## config.mk

```make
export PLATFORM = sky130hd
export DESIGN_NAME = hazard_ctrl_gen_flat
export DESIGN_NICKNAME = d
export VERILOG_FILES = /design/src/rtl/hazard_pkg.sv /design/src/rtl/hazard_ctrl_gen_if.sv /design/src/rtl/hazard_timer.sv /design/src/rtl/hazard_ctrl_gen.sv /design/src/flat_wrapper.sv
export SDC_FILE = /design/constraint.sdc
export NUM_CORES = 1
export LEC_CHECK = 0
export CORE_MARGIN = 10
export CORE_UTILIZATION = 35
export DETAILED_ROUTE_END_ITERATION = 10
export GPL_TIMING_DRIVEN = 0
export PLACE_DENSITY = 0.62
export SLEW_MARGIN = 5
export SYNTH_ARGS = -nofsm -noshare
export SYNTH_HDL_FRONTEND = slang
export SYNTH_HIERARCHICAL = 1
export SYNTH_SLANG_ARGS = --single-unit
```

## constraint.sdc

```tcl
create_clock -name clk -period 1.9 [get_ports clk]
set_clock_uncertainty 0.15 [all_clocks]
set_input_delay 0.38 -clock clk [delete_from_list [all_inputs] [get_ports clk]]
set_output_delay 0.38 -clock clk [all_outputs]
set_load 0.05 [all_outputs]
```

## src/rtl/hazard_pkg.sv

```systemverilog
// Shared types and sizing helpers for the hazard controller.
package hazard_pkg;

  typedef enum logic [2:0] {
    ST_NOR    = 3'd0,
    ST_CTRL   = 3'd1,
    ST_STRUCT = 3'd2,
    ST_FLUSH  = 3'd3,
    ST_DATA   = 3'd4
  } hz_state_e;

  // Largest stall/flush length the timer is ever sized for.
  localparam int MAX_LAT = 7;

  function automatic int max2(input int a, input int b);
    return (a > b) ? a : b;
  endfunction

  function automatic int timer_w(input int load_lat, input int flush_len);
    int m;
    m = max2(load_lat, flush_len);
    if (m > MAX_LAT) m = MAX_LAT;
    if (m < 1) m = 1;
    return $clog2(m) + 1;
  endfunction

endpackage

```

## src/rtl/hazard_ctrl_gen_if.sv

```systemverilog
// Hazard request/control bus between decode logic and the hazard controller.
interface hazard_ctrl_gen_if #(
  parameter int LANES = 2,
  parameter int CNT_W = 8
);
  logic [LANES-1:0] data_haz;
  logic [LANES-1:0] fwd_ok;
  logic             struct_busy;
  logic             ctrl_pend;
  logic             br_valid;
  logic             br_correct;
  logic             resolved;
  logic             pc_freeze;
  logic             do_flush;
  logic [LANES-1:0] lane_hold;
  logic [2:0]       state;
  logic [CNT_W-1:0] stall_cnt;

  modport master (
    output data_haz, fwd_ok, struct_busy, ctrl_pend, br_valid, br_correct,
    input  resolved, pc_freeze, do_flush, lane_hold, state, stall_cnt
  );

  modport slave (
    input  data_haz, fwd_ok, struct_busy, ctrl_pend, br_valid, br_correct,
    output resolved, pc_freeze, do_flush, lane_hold, state, stall_cnt
  );
endinterface

```

## src/rtl/hazard_timer.sv

```systemverilog
// Loadable down-counter shared by the DATA stall and FLUSH windows.
module hazard_timer #(
  parameter int W = 2
) (
  input  logic         clk,
  input  logic         rst,
  input  logic         load,
  input  logic [W-1:0] load_val,
  input  logic         dec,
  output logic         zero
);
  logic [W-1:0] cnt;

  // Decrement stops at zero so the counter can never wrap.
  always_ff @(posedge clk) begin
    if (rst)                     cnt <= '0;
    else if (load)               cnt <= load_val;
    else if (dec && cnt != '0)   cnt <= cnt - 1'b1;
  end

  assign zero = (cnt == '0);
endmodule

```

## src/rtl/hazard_ctrl_gen.sv

```systemverilog
// Multi-lane pipeline hazard controller: control, load-use and structural stalls.
// Optional HAZARD_STATS_EN compiles in a saturating stall-cycle counter.
module hazard_ctrl_gen
  import hazard_pkg::*;
#(
  parameter int LANES     = 2,
  parameter int LOAD_LAT  = 2,
  parameter int FLUSH_LEN = 1,
  parameter int CNT_W     = 8
) (
  input  logic              clk,
  input  logic              rst,
  hazard_ctrl_gen_if.slave  bus
);
  localparam int TW = timer_w(LOAD_LAT, FLUSH_LEN);
  localparam logic [TW-1:0] LD_DATA  = TW'(LOAD_LAT - 1);
  localparam logic [TW-1:0] LD_FLUSH = TW'(FLUSH_LEN - 1);

  hz_state_e        state_q, state_d;
  logic [LANES-1:0] mask_q, mask_d;
  logic [LANES-1:0] uh;
  logic             any_uh;
  logic             t_load, t_dec, t_zero;
  logic [TW-1:0]    t_val;

  for (genvar l = 0; l < LANES; l++) begin : g_lane
    assign uh[l] = bus.data_haz[l] & ~bus.fwd_ok[l];
  end
  assign any_uh = |uh;

  hazard_timer #(.W(TW)) u_timer (
    .clk      (clk),
    .rst      (rst),
    .load     (t_load),
    .load_val (t_val),
    .dec      (t_dec),
    .zero     (t_zero)
  );

  always_comb begin
    state_d = state_q;
    mask_d  = mask_q;
    t_load  = 1'b0;
    t_val   = '0;
    t_dec   = 1'b0;
    case (state_q)
      ST_NOR: begin
        if (bus.ctrl_pend) state_d = ST_CTRL;
        else if (any_uh) begin
          state_d = ST_DATA;
          mask_d  = uh;
          t_load  = 1'b1;
          t_val   = LD_DATA;
        end else if (bus.struct_busy) state_d = ST_STRUCT;
      end
      ST_CTRL: begin
        if (bus.br_valid && !bus.br_correct) begin
          state_d = ST_FLUSH;
          t_load  = 1'b1;
          t_val   = LD_FLUSH;
        end else if (bus.br_valid) begin
          // Correct prediction: fall through to the idle priority minus ctrl_pend.
          if (any_uh) begin
            state_d = ST_DATA;
            mask_d  = uh;
            t_load  = 1'b1;
            t_val   = LD_DATA;
          end else if (bus.struct_busy) state_d = ST_STRUCT;
          else                          state_d = ST_NOR;
        end else if (!bus.ctrl_pend) state_d = ST_NOR;
      end
      ST_STRUCT: begin
        if (bus.br_valid && !bus.br_correct) begin
          state_d = ST_FLUSH;
          t_load  = 1'b1;
          t_val   = LD_FLUSH;
        end else if (!bus.struct_busy || bus.br_valid) state_d = ST_NOR;
      end
      ST_DATA: begin
        t_dec = 1'b1;
        if (any_uh) begin
          // A fresh uncovered hazard widens the hold set and restarts the stall.
          mask_d = mask_q | uh;
          t_load = 1'b1;
          t_val  = LD_DATA;
        end else if (t_zero) begin
          state_d = bus.ctrl_pend ? ST_CTRL : ST_NOR;
          mask_d  = '0;
        end
      end
      ST_FLUSH: begin
        t_dec = 1'b1;
        if (t_zero) state_d = bus.ctrl_pend ? ST_CTRL : ST_NOR;
      end
      default: begin
        state_d = ST_NOR;
        mask_d  = '0;
      end
    endcase
  end

  always_ff @(posedge clk) begin
    if (rst) begin
      state_q <= ST_NOR;
      mask_q  <= '0;
    end else begin
      state_q <= state_d;
      mask_q  <= mask_d;
    end
  end

  assign bus.state     = state_q;
  assign bus.resolved  = (state_q == ST_NOR);
  assign bus.pc_freeze = (state_q != ST_NOR);
  assign bus.do_flush  = (state_q == ST_FLUSH);
  assign bus.lane_hold = (state_q == ST_DATA) ? mask_q : '0;

`ifdef HAZARD_STATS_EN
  logic [CNT_W-1:0] cnt_q;

  always_ff @(posedge clk) begin
    if (rst)                                 cnt_q <= '0;
    else if (bus.pc_freeze && !(&cnt_q))     cnt_q <= cnt_q + 1'b1;
  end

  assign bus.stall_cnt = cnt_q;
`else
  assign bus.stall_cnt = {CNT_W{1'b0}};
`endif

endmodule
```

## src/flat_wrapper.sv

```systemverilog
// flat-port wrapper written by rule: the top's interface ports become plain ports
module hazard_ctrl_gen_flat import hazard_pkg::*;
#(
  parameter int LANES     = 2,
  parameter int LOAD_LAT  = 2,
  parameter int FLUSH_LEN = 1,
  parameter int CNT_W     = 8
)
  (clk, rst, bus_data_haz, bus_fwd_ok, bus_struct_busy, bus_ctrl_pend, bus_br_valid, bus_br_correct, bus_resolved, bus_pc_freeze, bus_do_flush, bus_lane_hold, bus_state, bus_stall_cnt);
  hazard_ctrl_gen_if #(.LANES(LANES), .CNT_W(CNT_W)) bus_i ();
  input  logic clk;
  input  logic rst;
  input wire logic [$bits(bus_i.data_haz)-1:0] bus_data_haz;
  input wire logic [$bits(bus_i.fwd_ok)-1:0] bus_fwd_ok;
  input wire logic [$bits(bus_i.struct_busy)-1:0] bus_struct_busy;
  input wire logic [$bits(bus_i.ctrl_pend)-1:0] bus_ctrl_pend;
  input wire logic [$bits(bus_i.br_valid)-1:0] bus_br_valid;
  input wire logic [$bits(bus_i.br_correct)-1:0] bus_br_correct;
  output wire logic [$bits(bus_i.resolved)-1:0] bus_resolved;
  output wire logic [$bits(bus_i.pc_freeze)-1:0] bus_pc_freeze;
  output wire logic [$bits(bus_i.do_flush)-1:0] bus_do_flush;
  output wire logic [$bits(bus_i.lane_hold)-1:0] bus_lane_hold;
  output wire logic [$bits(bus_i.state)-1:0] bus_state;
  output wire logic [$bits(bus_i.stall_cnt)-1:0] bus_stall_cnt;
  assign bus_i.data_haz = bus_data_haz;
  assign bus_i.fwd_ok = bus_fwd_ok;
  assign bus_i.struct_busy = bus_struct_busy;
  assign bus_i.ctrl_pend = bus_ctrl_pend;
  assign bus_i.br_valid = bus_br_valid;
  assign bus_i.br_correct = bus_br_correct;
  assign bus_resolved = bus_i.resolved;
  assign bus_pc_freeze = bus_i.pc_freeze;
  assign bus_do_flush = bus_i.do_flush;
  assign bus_lane_hold = bus_i.lane_hold;
  assign bus_state = bus_i.state;
  assign bus_stall_cnt = bus_i.stall_cnt;
  hazard_ctrl_gen #(.LANES(LANES), .LOAD_LAT(LOAD_LAT), .FLUSH_LEN(FLUSH_LEN), .CNT_W(CNT_W)) u_core (.clk(clk), .rst(rst), .bus(bus_i));
endmodule
```

* Word-level counts from Yosys, hierarchy flattened
Index checks and enable logic that the tools add are counted.
** Storage, ports and cells
- Register bits after elaboration :: 7
- Bits of input ports :: 10
- Logic and storage cells :: 73
** Operators by class
- Reduce and logical (&&, ||, !) cells :: 15
- Bitwise gates (word level) :: 6
- $add $sub $neg :: 1
- Muxes and demuxes :: 36
- Eq/ne operators :: 12
** Operators by type and width (number)
- 3-bit 2-to-1 mux :: 11
- 2-bit 2-to-1 mux :: 12
- 3-bit one-hot mux with 5 select lines :: 1
- 1-bit 2-to-1 mux :: 9
- 2-bit != test (second input constant) :: 4
- 4-bit by 3-bit != test with 1-bit output (second input constant) :: 2
- 2-bit one-hot mux with 4 select lines :: 1
- 3-bit by 2-bit equality test with 1-bit output (second input constant) :: 2
- 3-bit by 1-bit != test with 1-bit output (second input constant) :: 2
- 2-bit one-hot mux with 3 select lines :: 1
- 2-bit OR reduction :: 3
- 5-bit AND reduction :: 1
- 1-bit one-hot mux with 4 select lines :: 1
- 4-bit AND reduction :: 1
- 2-bit nonzero test :: 2
- 3-bit by 1-bit equality test with 1-bit output (second input constant) :: 1
- 3-bit equality test (second input constant) :: 1
- 3-bit logical NOT :: 1
- 1-bit NOT :: 3
- 3-bit nonzero test :: 1
- 1-bit bitwise AND :: 2
- 1-bit logical AND :: 2
- 1-bit logical NOT :: 2
- 2-bit logical NOT :: 1
- 3 further kinds :: 3

* Logic depth before layout (Yosys ltp)
Gate-level depths: netlist (run 1).
- Depth after elaboration :: 8
- Mapped depth :: 9
- Gate-level depth less buffers :: 8

* Modules after synthesis
Netlist (run 1), hierarchy kept.
** Modules (own cells, without submodules)
- hazard_ctrl_gen :: times used 1, area an instance 573.0 um^2, seq. area each 100.1 um^2, cells each 78
- hazard_timer :: times used 1, area an instance 126.4 um^2, seq. area each 40.0 um^2, cells each 14

* Worst setup path before layout (run 1)
OpenSTA, ideal clock, no wires.
- Kind :: register to output
- Start point :: reg u_core.state_q[0] (netlist: u_core/bus.state[0])
- End point :: out bus_pc_freeze
- Data arrival time :: 1.924 ns
- Stages on the path, launching flop included :: 5
- Required time :: 1.370 ns
- Slack :: -0.554 ns
- Cell sequence :: dfxtp_1 -> nor2_1 -> inv_1 -> nor2_1 -> inv_1
** On the way
- Longest elaborated chain between the ends :: 1
** RTL lines
- start, declared :: line hazard_ctrl_gen.sv:19 : hz_state_e state_q, state_d;
- start signal, assigned :: line hazard_ctrl_gen.sv:107 : state_q <= state_d;
- 3-bit nonzero test :: line hazard_ctrl_gen.sv:114 : assign bus.pc_freeze = (state_q != ST_NOR);
- end, declared :: line flat_wrapper.sv:20 : output wire logic [$bits(bus_i.pc_freeze)-1:0] bus_pc_freeze;
Every way passes these cells.

* Worst setup path after layout (run 1)
- Start point :: reg u_core.state_q[0] (netlist: u_core/bus.state[0])
- End point :: out bus_do_flush
** On the way
- Longest elaborated chain between the ends :: 1
** RTL lines
- 3-bit by 2-bit equality test with 1-bit output :: line hazard_ctrl_gen.sv:115 : assign bus.do_flush = (state_q == ST_FLUSH);
- end, declared :: line flat_wrapper.sv:21 : output wire logic [$bits(bus_i.do_flush)-1:0] bus_do_flush;
Every way passes these cells.

==> results of run 1 <==
-- how the worst max path moves through the flow --
| stage | cells after the start | slack (ns) | to | startpoint |
|---|---|---|---|---|
| 2_1_floorplan | 4 | 0.12 | bus_pc_freeze | u_core/bus.state[0] |
| 3_3_place_gp | 9 | -0.47 | u_core/u_timer/cnt[0] | bus_data_haz[0] |
| 3_5_place_dp | 9 | -0.45 | u_core/u_timer/cnt[0] | bus_data_haz[0] |
| 4_1_cts | 6 | 0.002 | u_core/bus.state[1] | bus_fwd_ok[1] |
| 5_1_grt | 4 | 0.004 | bus_do_flush | u_core/bus.state[0] |
| 6_report | 4 | 0.09 | bus_do_flush | u_core/bus.state[0] |
-- registers in the layout, indices dropped and copies added (netlist names) --
register and flops:
u_core/mask_q 2, u_core/bus.state 3, u_core/u_timer/cnt 2
-- cell families after synthesis --
group	synth area share [%]
and+or+nand+nor	33.27
AOI/OAI and AO/OA	26.48
buffers and inverters	15.21
DFF	20.04
adders and majority gates	1.789
other	0.5362
xor gates and xnor gates	1.252
muxes	1.431
-- layout by cell type (no fill, tap or decap), types with 3 or more instances in the layout --
cell	netlist	final
dfxtp_1	7	4
nor2b_4	2	3
and3_1	4	4
inv_1	7	7
nand3b_1	3	3
dlymetal6s2s_1	0	5
conb_1	1	9
buf_4	10	13
clkbuf_4	0	5
a21oi_1	7	5
dfxtp_2	0	3
nand3_1	3	3
nand2_1	5	5
dlygate4sd2_1	0	6
o21ai_0	4	3
nor2_1	8	5
buf_2	1	3
-- layout make-up --
cell class,count,area (um2),area share (%)
multi-input combinational,75,559.3,53.66
clock buffer,4,26.28,2.521
timing repair buffer,19,170.2,16.33
buffer,11,82.58,7.923
tap,27,33.78,3.241
inverter,7,26.28,2.521
sequential,7,143.9,13.81
-- power breakdown --
part	internal, uW	switching [uW]	leakage [uW]
clock	79.8	50.4	0.0000150
combinational	153	269	0.000444
sequential	167	20.7	0.0000584
total	400	340	0.000517
-- metal layers --
| layer | vias up | routed length (um) | GRT usage (%) |
|---|---|---|---|
| met5 | - | 0 | 0 |
| met4 | 0 | 0 | 3.209 |
| met3 | 0 | 105 | 4.467 |
| met2 | 16 | 1000 | 16.13 |
| met1 | 354 | 885 | 10.27 |
| li1 | 377 | - | - |
-- what timing repair did --
| item | in CTS | in global routing |
|---|---|---|
| gates resized for setup | 35 | 19 |
| buffers inserted | 0 | 2 |
| endpoints found under the setup margin | 12 | 9 |
| cloned | 0 | 0 |
| pin swaps | 0 | 7 |
-- stage by stage --
stage          cells  setup TNS [ns]  area, um2  total power [uW]  setup slack, ns
6_report         150               0       1042             739.8          0.09134
4_1_cts          148               0       1005             725.3         0.002467
5_1_grt          150               0       1042             793.8         0.004166
2_1_floorplan    100               0      740.7             481.5           0.1152
3_5_place_dp     144          -2.784      944.7             588.8          -0.4523
3_3_place_gp     144          -2.878      944.7             586.0          -0.4735
==> reports/results.ini, run 1 <==
[setup_path]
worst_r2r_startpoint = u_core/bus.state[2]
required_ns = 1.37
worst_setup_path_start_kind = flop
worstSetupPathType = reg -> out
worstPathArrival_ns = 1.28
worstPathMaxFanout = 10
path_cells = buf_4 > nand3b_2 > inv_1 > clkbuf_4
cpPeakStageDelay_ns = 0.39
cpMaxStageDelayCell = dfxtp_2
r2r_cells = 5
path_buf_inv = 3
regToRegSetupSlack_ns = 0.12
critPathTopFamily = buffers and inverters
critical_path.endpoint_type = output pin
reg2reg_to = u_core/bus.state[1]

[clock_network]
clock_path_buffers = 2
numCtsBuffers = 3
cts-root-buf = clkbuf_4
cts.hold.buffers_added = 0
cts_tree = yes
htreeDepth = 1
clk_latency_ns = 0.25
numClockSinks = 7
path_clk_slew_ns = 0.05

[detailed_routing]
drt-pass1-iter-count = 4
wirelength_um = 1991
drt_iter0_drc = 17
via_per_inst = 4.980
post_drt_wl_per_cell_um = 13.27
route.detailed.drc = 0
vias = 747
ant_nets = 0

[sta]
period_minus_slack_ns = 1.809
period_share_pct = 95.19
max_freq_mhz = 552.9
rsz0062_at_grt = false
finalSetupViolations = 0
hold_viol = 0
timing.hold.ws_ns = 0.3269
slew_viol_final = 0

[die]
row_count = 16
die-area_um2 = 4186
num_io_pins = 26
fp.dieH_um = 64.70
design.core.area_um2 = 1922
dieWidth_um = 64.70
start_util_pct = 36.39

[logic_synthesis]
avgSynthCellArea_um2 = 7.602
synth-seq-area-share_pct = 20.04
syn_inst = 92
synth_area_leaders = dfxtp_1, buf_4, a21oi_1
ys_ff_latch = 7
yosys_warnings = 6
synth_top_area_cell = dfxtp_1
synthArstFlopShare_pct = 0
synth-main-ff-cell = dfxtp_1
synthMostInstantiatedCell = buf_4
synth-edff-count = 0
syn_area_um2 = 699.4
yosysTopAreaCellShare_pct = 20.04
synth_cell_types = 35
synth_commonest_cells = buf_4, nor2_1, a21oi_1, dfxtp_1, inv_1

[global_route]
grt_pass1_vias = 721
grt_max_degree = 11
antenna_found_initial = 0
track_usage_pct = 9.549
overflow = 0
grt_pass1_wl_um = 3277

[final_layout]
post_route_cells_drive_above_1_share_pct = 34.96
areaGrowthSynthToFinish_pct = 49.02
num_antenna_cells = 0
num-fill-cells = 195
final_nets = 135
fin_util_pct = 54.23

[status]
outcome = finished, final reports clean

[worst_hold_path]
hold_start = u_core/mask_q[0]
whs_path_depth = 1
whs_endpoint = u_core/mask_q[0]
hold_path_class = reg -> reg

[pwr]
vdd_drop_max_mv = 0.4950
leakage_uw = 0.0005172
p_per_area_nw_per_um2 = 709.8

[placement]
gp_congestion = 0.8217
io_buffers = 17
dpl.hpwl_um = 1578

[flow_run]
max_cap_viol_count = 0

No activity file was read; power rests on OpenSTA's default activity.
==> run 2: changes to the inputs <==
CORE_ASPECT_RATIO = 0.9   (was unset)
CTS_BUF_LIST = sky130_fd_sc_hd__clkbuf_16   (was unset)
==> run 2 against run 1 <==
Worst hold slack got worse by 0.012 ns. Clock power increased to 2.8 times the previous value. Critical path type unchanged. Global-route usage increased by 0.090 points. Register-to-register slack about the same. First-iteration DRC count increased by 29%. Count of clock-buffer cells in the layout decreased by 1. Utilization increased by 1.5 points.
==> reports/results.ini, run 2 (synthesized netlist as in run 1, its figures left out) <==
[clock_network]
path_clk_slew_ns = 0.04  ; about the same
cts_tree = yes
clock_path_buffers = 2  ; unchanged
htreeDepth = 1  ; unchanged
clk_latency_ns = 0.24  ; about the same
cts-root-buf = clkbuf_16
numClockSinks = 7  ; unchanged
cts.hold.buffers_added = 0  ; unchanged
numCtsBuffers = 3  ; unchanged

[global_route]
grt_pass1_vias = 683  ; -5.3%
track_usage_pct = 9.639  ; +0.090 points
antenna_found_initial = 0  ; unchanged
overflow = 0  ; unchanged
grt_pass1_wl_um = 3194  ; -2.5%
grt_max_degree = 11  ; unchanged

[die]
die-area_um2 = 4189  ; about the same
design.core.area_um2 = 1914  ; -0.39%
start_util_pct = 36.54  ; +0.14 points
dieWidth_um = 67.12  ; +3.7%
row_count = 15  ; -1
fp.dieH_um = 62.41  ; -3.5%
num_io_pins = 26  ; unchanged

[detailed_routing]
drt_iter0_drc = 22  ; +5
wirelength_um = 2035  ; +2.2%
drt-pass1-iter-count = 4  ; unchanged
ant_nets = 0  ; unchanged
route.detailed.drc = 0  ; unchanged
post_drt_wl_per_cell_um = 13.84  ; +4.3%
vias = 743  ; -0.54%
via_per_inst = 5.054  ; +1.5%

[pwr]
p_per_area_nw_per_um2 = 899.6  ; +27%
leakage_uw = 0.0005191  ; +0.36%
vdd_drop_max_mv = 0.5408  ; +9.2%

[placement]
gp_congestion = 0.8235  ; +0.22%
dp_cells = 142  ; -1.4%
post-place-ws_ns = -0.4457  ; +0.006621 ns
dpl.hpwl_um = 1532  ; -2.9%
io_buffers = 17  ; unchanged

[final_layout]
final_common_cell = buf_4
areaGrowthSynthToFinish_pct = 52.41
fin_util_pct = 55.69  ; +1.5 points
final-instance-count-excl-fill = 147  ; -2.0%
post_route_cells_drive_above_1_share_pct = 34.43  ; -0.53 points
largest_reg_flops = 3  ; unchanged
final_nets = 134  ; -0.74%
final_cell_mix = buf_4, conb_1, dlygate4sd2_1, inv_1
num_antenna_cells = 0  ; unchanged

[sta]
period_share_pct = 97.70  ; +2.5 points
max_freq_mhz = 538.7  ; -2.6%
tns_ns = 0  ; unchanged
period_minus_slack_ns = 1.856  ; +0.04773 ns
worst_slack_ns = 0.04361  ; -0.04773 ns
slew_viol_final = 0  ; unchanged
rsz0062_at_grt = false
finalSetupViolations = 0  ; unchanged
timing.hold.ws_ns = 0.3148  ; -0.01203 ns
hold_viol = 0  ; unchanged

[setup_path]
cpMaxStageDelayCell = dfxtp_2
critical_path.endpoint_type = output pin
worst_setup_path_start_kind = flop
critPathTopFamily = buffers and inverters
required_ns = 1.37  ; about the same
worstSetupPathType = reg -> out
path_buf_inv = 2  ; -1
worstPathArrival_ns = 1.33  ; +0.05 ns
cpPeakStageDelay_ns = 0.37  ; -0.02 ns
worstPathMaxFanout = 10  ; unchanged
path_cells = buf_4 > and3_1 > clkdlybuf4s18_2

[flow_run]
max_cap_viol_count = 0  ; unchanged

[worst_hold_path]
hold_path_class = reg -> reg

[status]
outcome = finished, final reports clean

[run 2: changes by cell type in the layout (fill, tap and decap cells not counted)]
cell,change
clkbuf_16,+3
clkbuf_4,-3
buf_4,-2
clkbuf_1,-1
clkdlybuf4s18_2,+1
clkinv_2,+1
dlygate4sd2_1,+1
dlymetal6s2s_1,-1
nand2b_1,+1
nand2b_4,-1
o41ai_2,+1
o41ai_4,-1
[run 2: final cells by class]
type | instances | area, um2
Timing Repair Buffer | 18 | 161.4
Clock inverter | 1 | 5.005
Fill cell | 193 | 848.3
Tap cell | 25 | 31.28
Buffer | 11 | 82.58
Clock buffer | 3 | 75.07
Inverter | 7 | 26.28
Multi-Input combinational cell | 75 | 540.5
Sequential cell | 7 | 143.9
[run 2: worst reg2reg max path, delay by kind of cell, from the launching register on]
family / cells / cell delay, ns
AO/OA/AOI/OAI: 5 / 0.62
buffers and inverters: 3 / 0.42
flip-flops: 1 / 0.34
AND/OR/NAND/NOR: 1 / 0.11
[run 2: worst paths after layout]
| check | cells after the start | end | slack [ns] | startpoint |
|---|---|---|---|---|
| max | 3 | bus_lane_hold[0] | 0.04 | u_core/bus.state[2] |
| min | 1 | u_core/mask_q[1] | 0.31 | u_core/mask_q[1] |
| max reg2reg | 9 | u_core/u_timer/cnt[1] | 0.13 | u_core/bus.state[2] |
| min reg2reg | 1 | u_core/mask_q[1] | 0.31 | u_core/mask_q[1] |
[run 2: repair_timing]
| item | CTS | global route |
|---|---|---|
| setup buffers | 0 | 1 |
| resized for setup | 33 | 16 |
| pin swaps | 0 | 4 |
| endpoints found under the hold margin | 0 | 0 |
| endpoints found under the setup margin | 12 | 9 |
[run 2: where the power goes]
part           total [uW]  leakage [uW]  switching, uW  internal [uW]
clock network         366     0.0000409           88.9            277
logic                 405      0.000420            263            142
registers             188     0.0000584           20.6            167
total                 959      0.000519            372            586
[run 2: per-layer routing]
metal  share of wire, %  vias to the layer above  track usage, %
li1                   -                      375               -
met1                 39                      332           10.41
met2                 50                       29           15.52
met3                8.3                        7           3.943
met4                2.4                        0           4.872
met5                  0                        -               0
[run 2: through the flow]
step,cell area [um2],total power [uW]
final,1066,959.0
after global routing,1066,1008
after CTS,1054,960.8
after detailed placement,942.2,588.6
after global placement,942.2,585.3
after floorplan,740.7,481.5
==> run 3: changes to the inputs <==
ABC_CLOCK_PERIOD_IN_PS = 1900   (was unset)
==> results of run 3 <==
Final layout, timing and power as in run 2 (identical DEF).
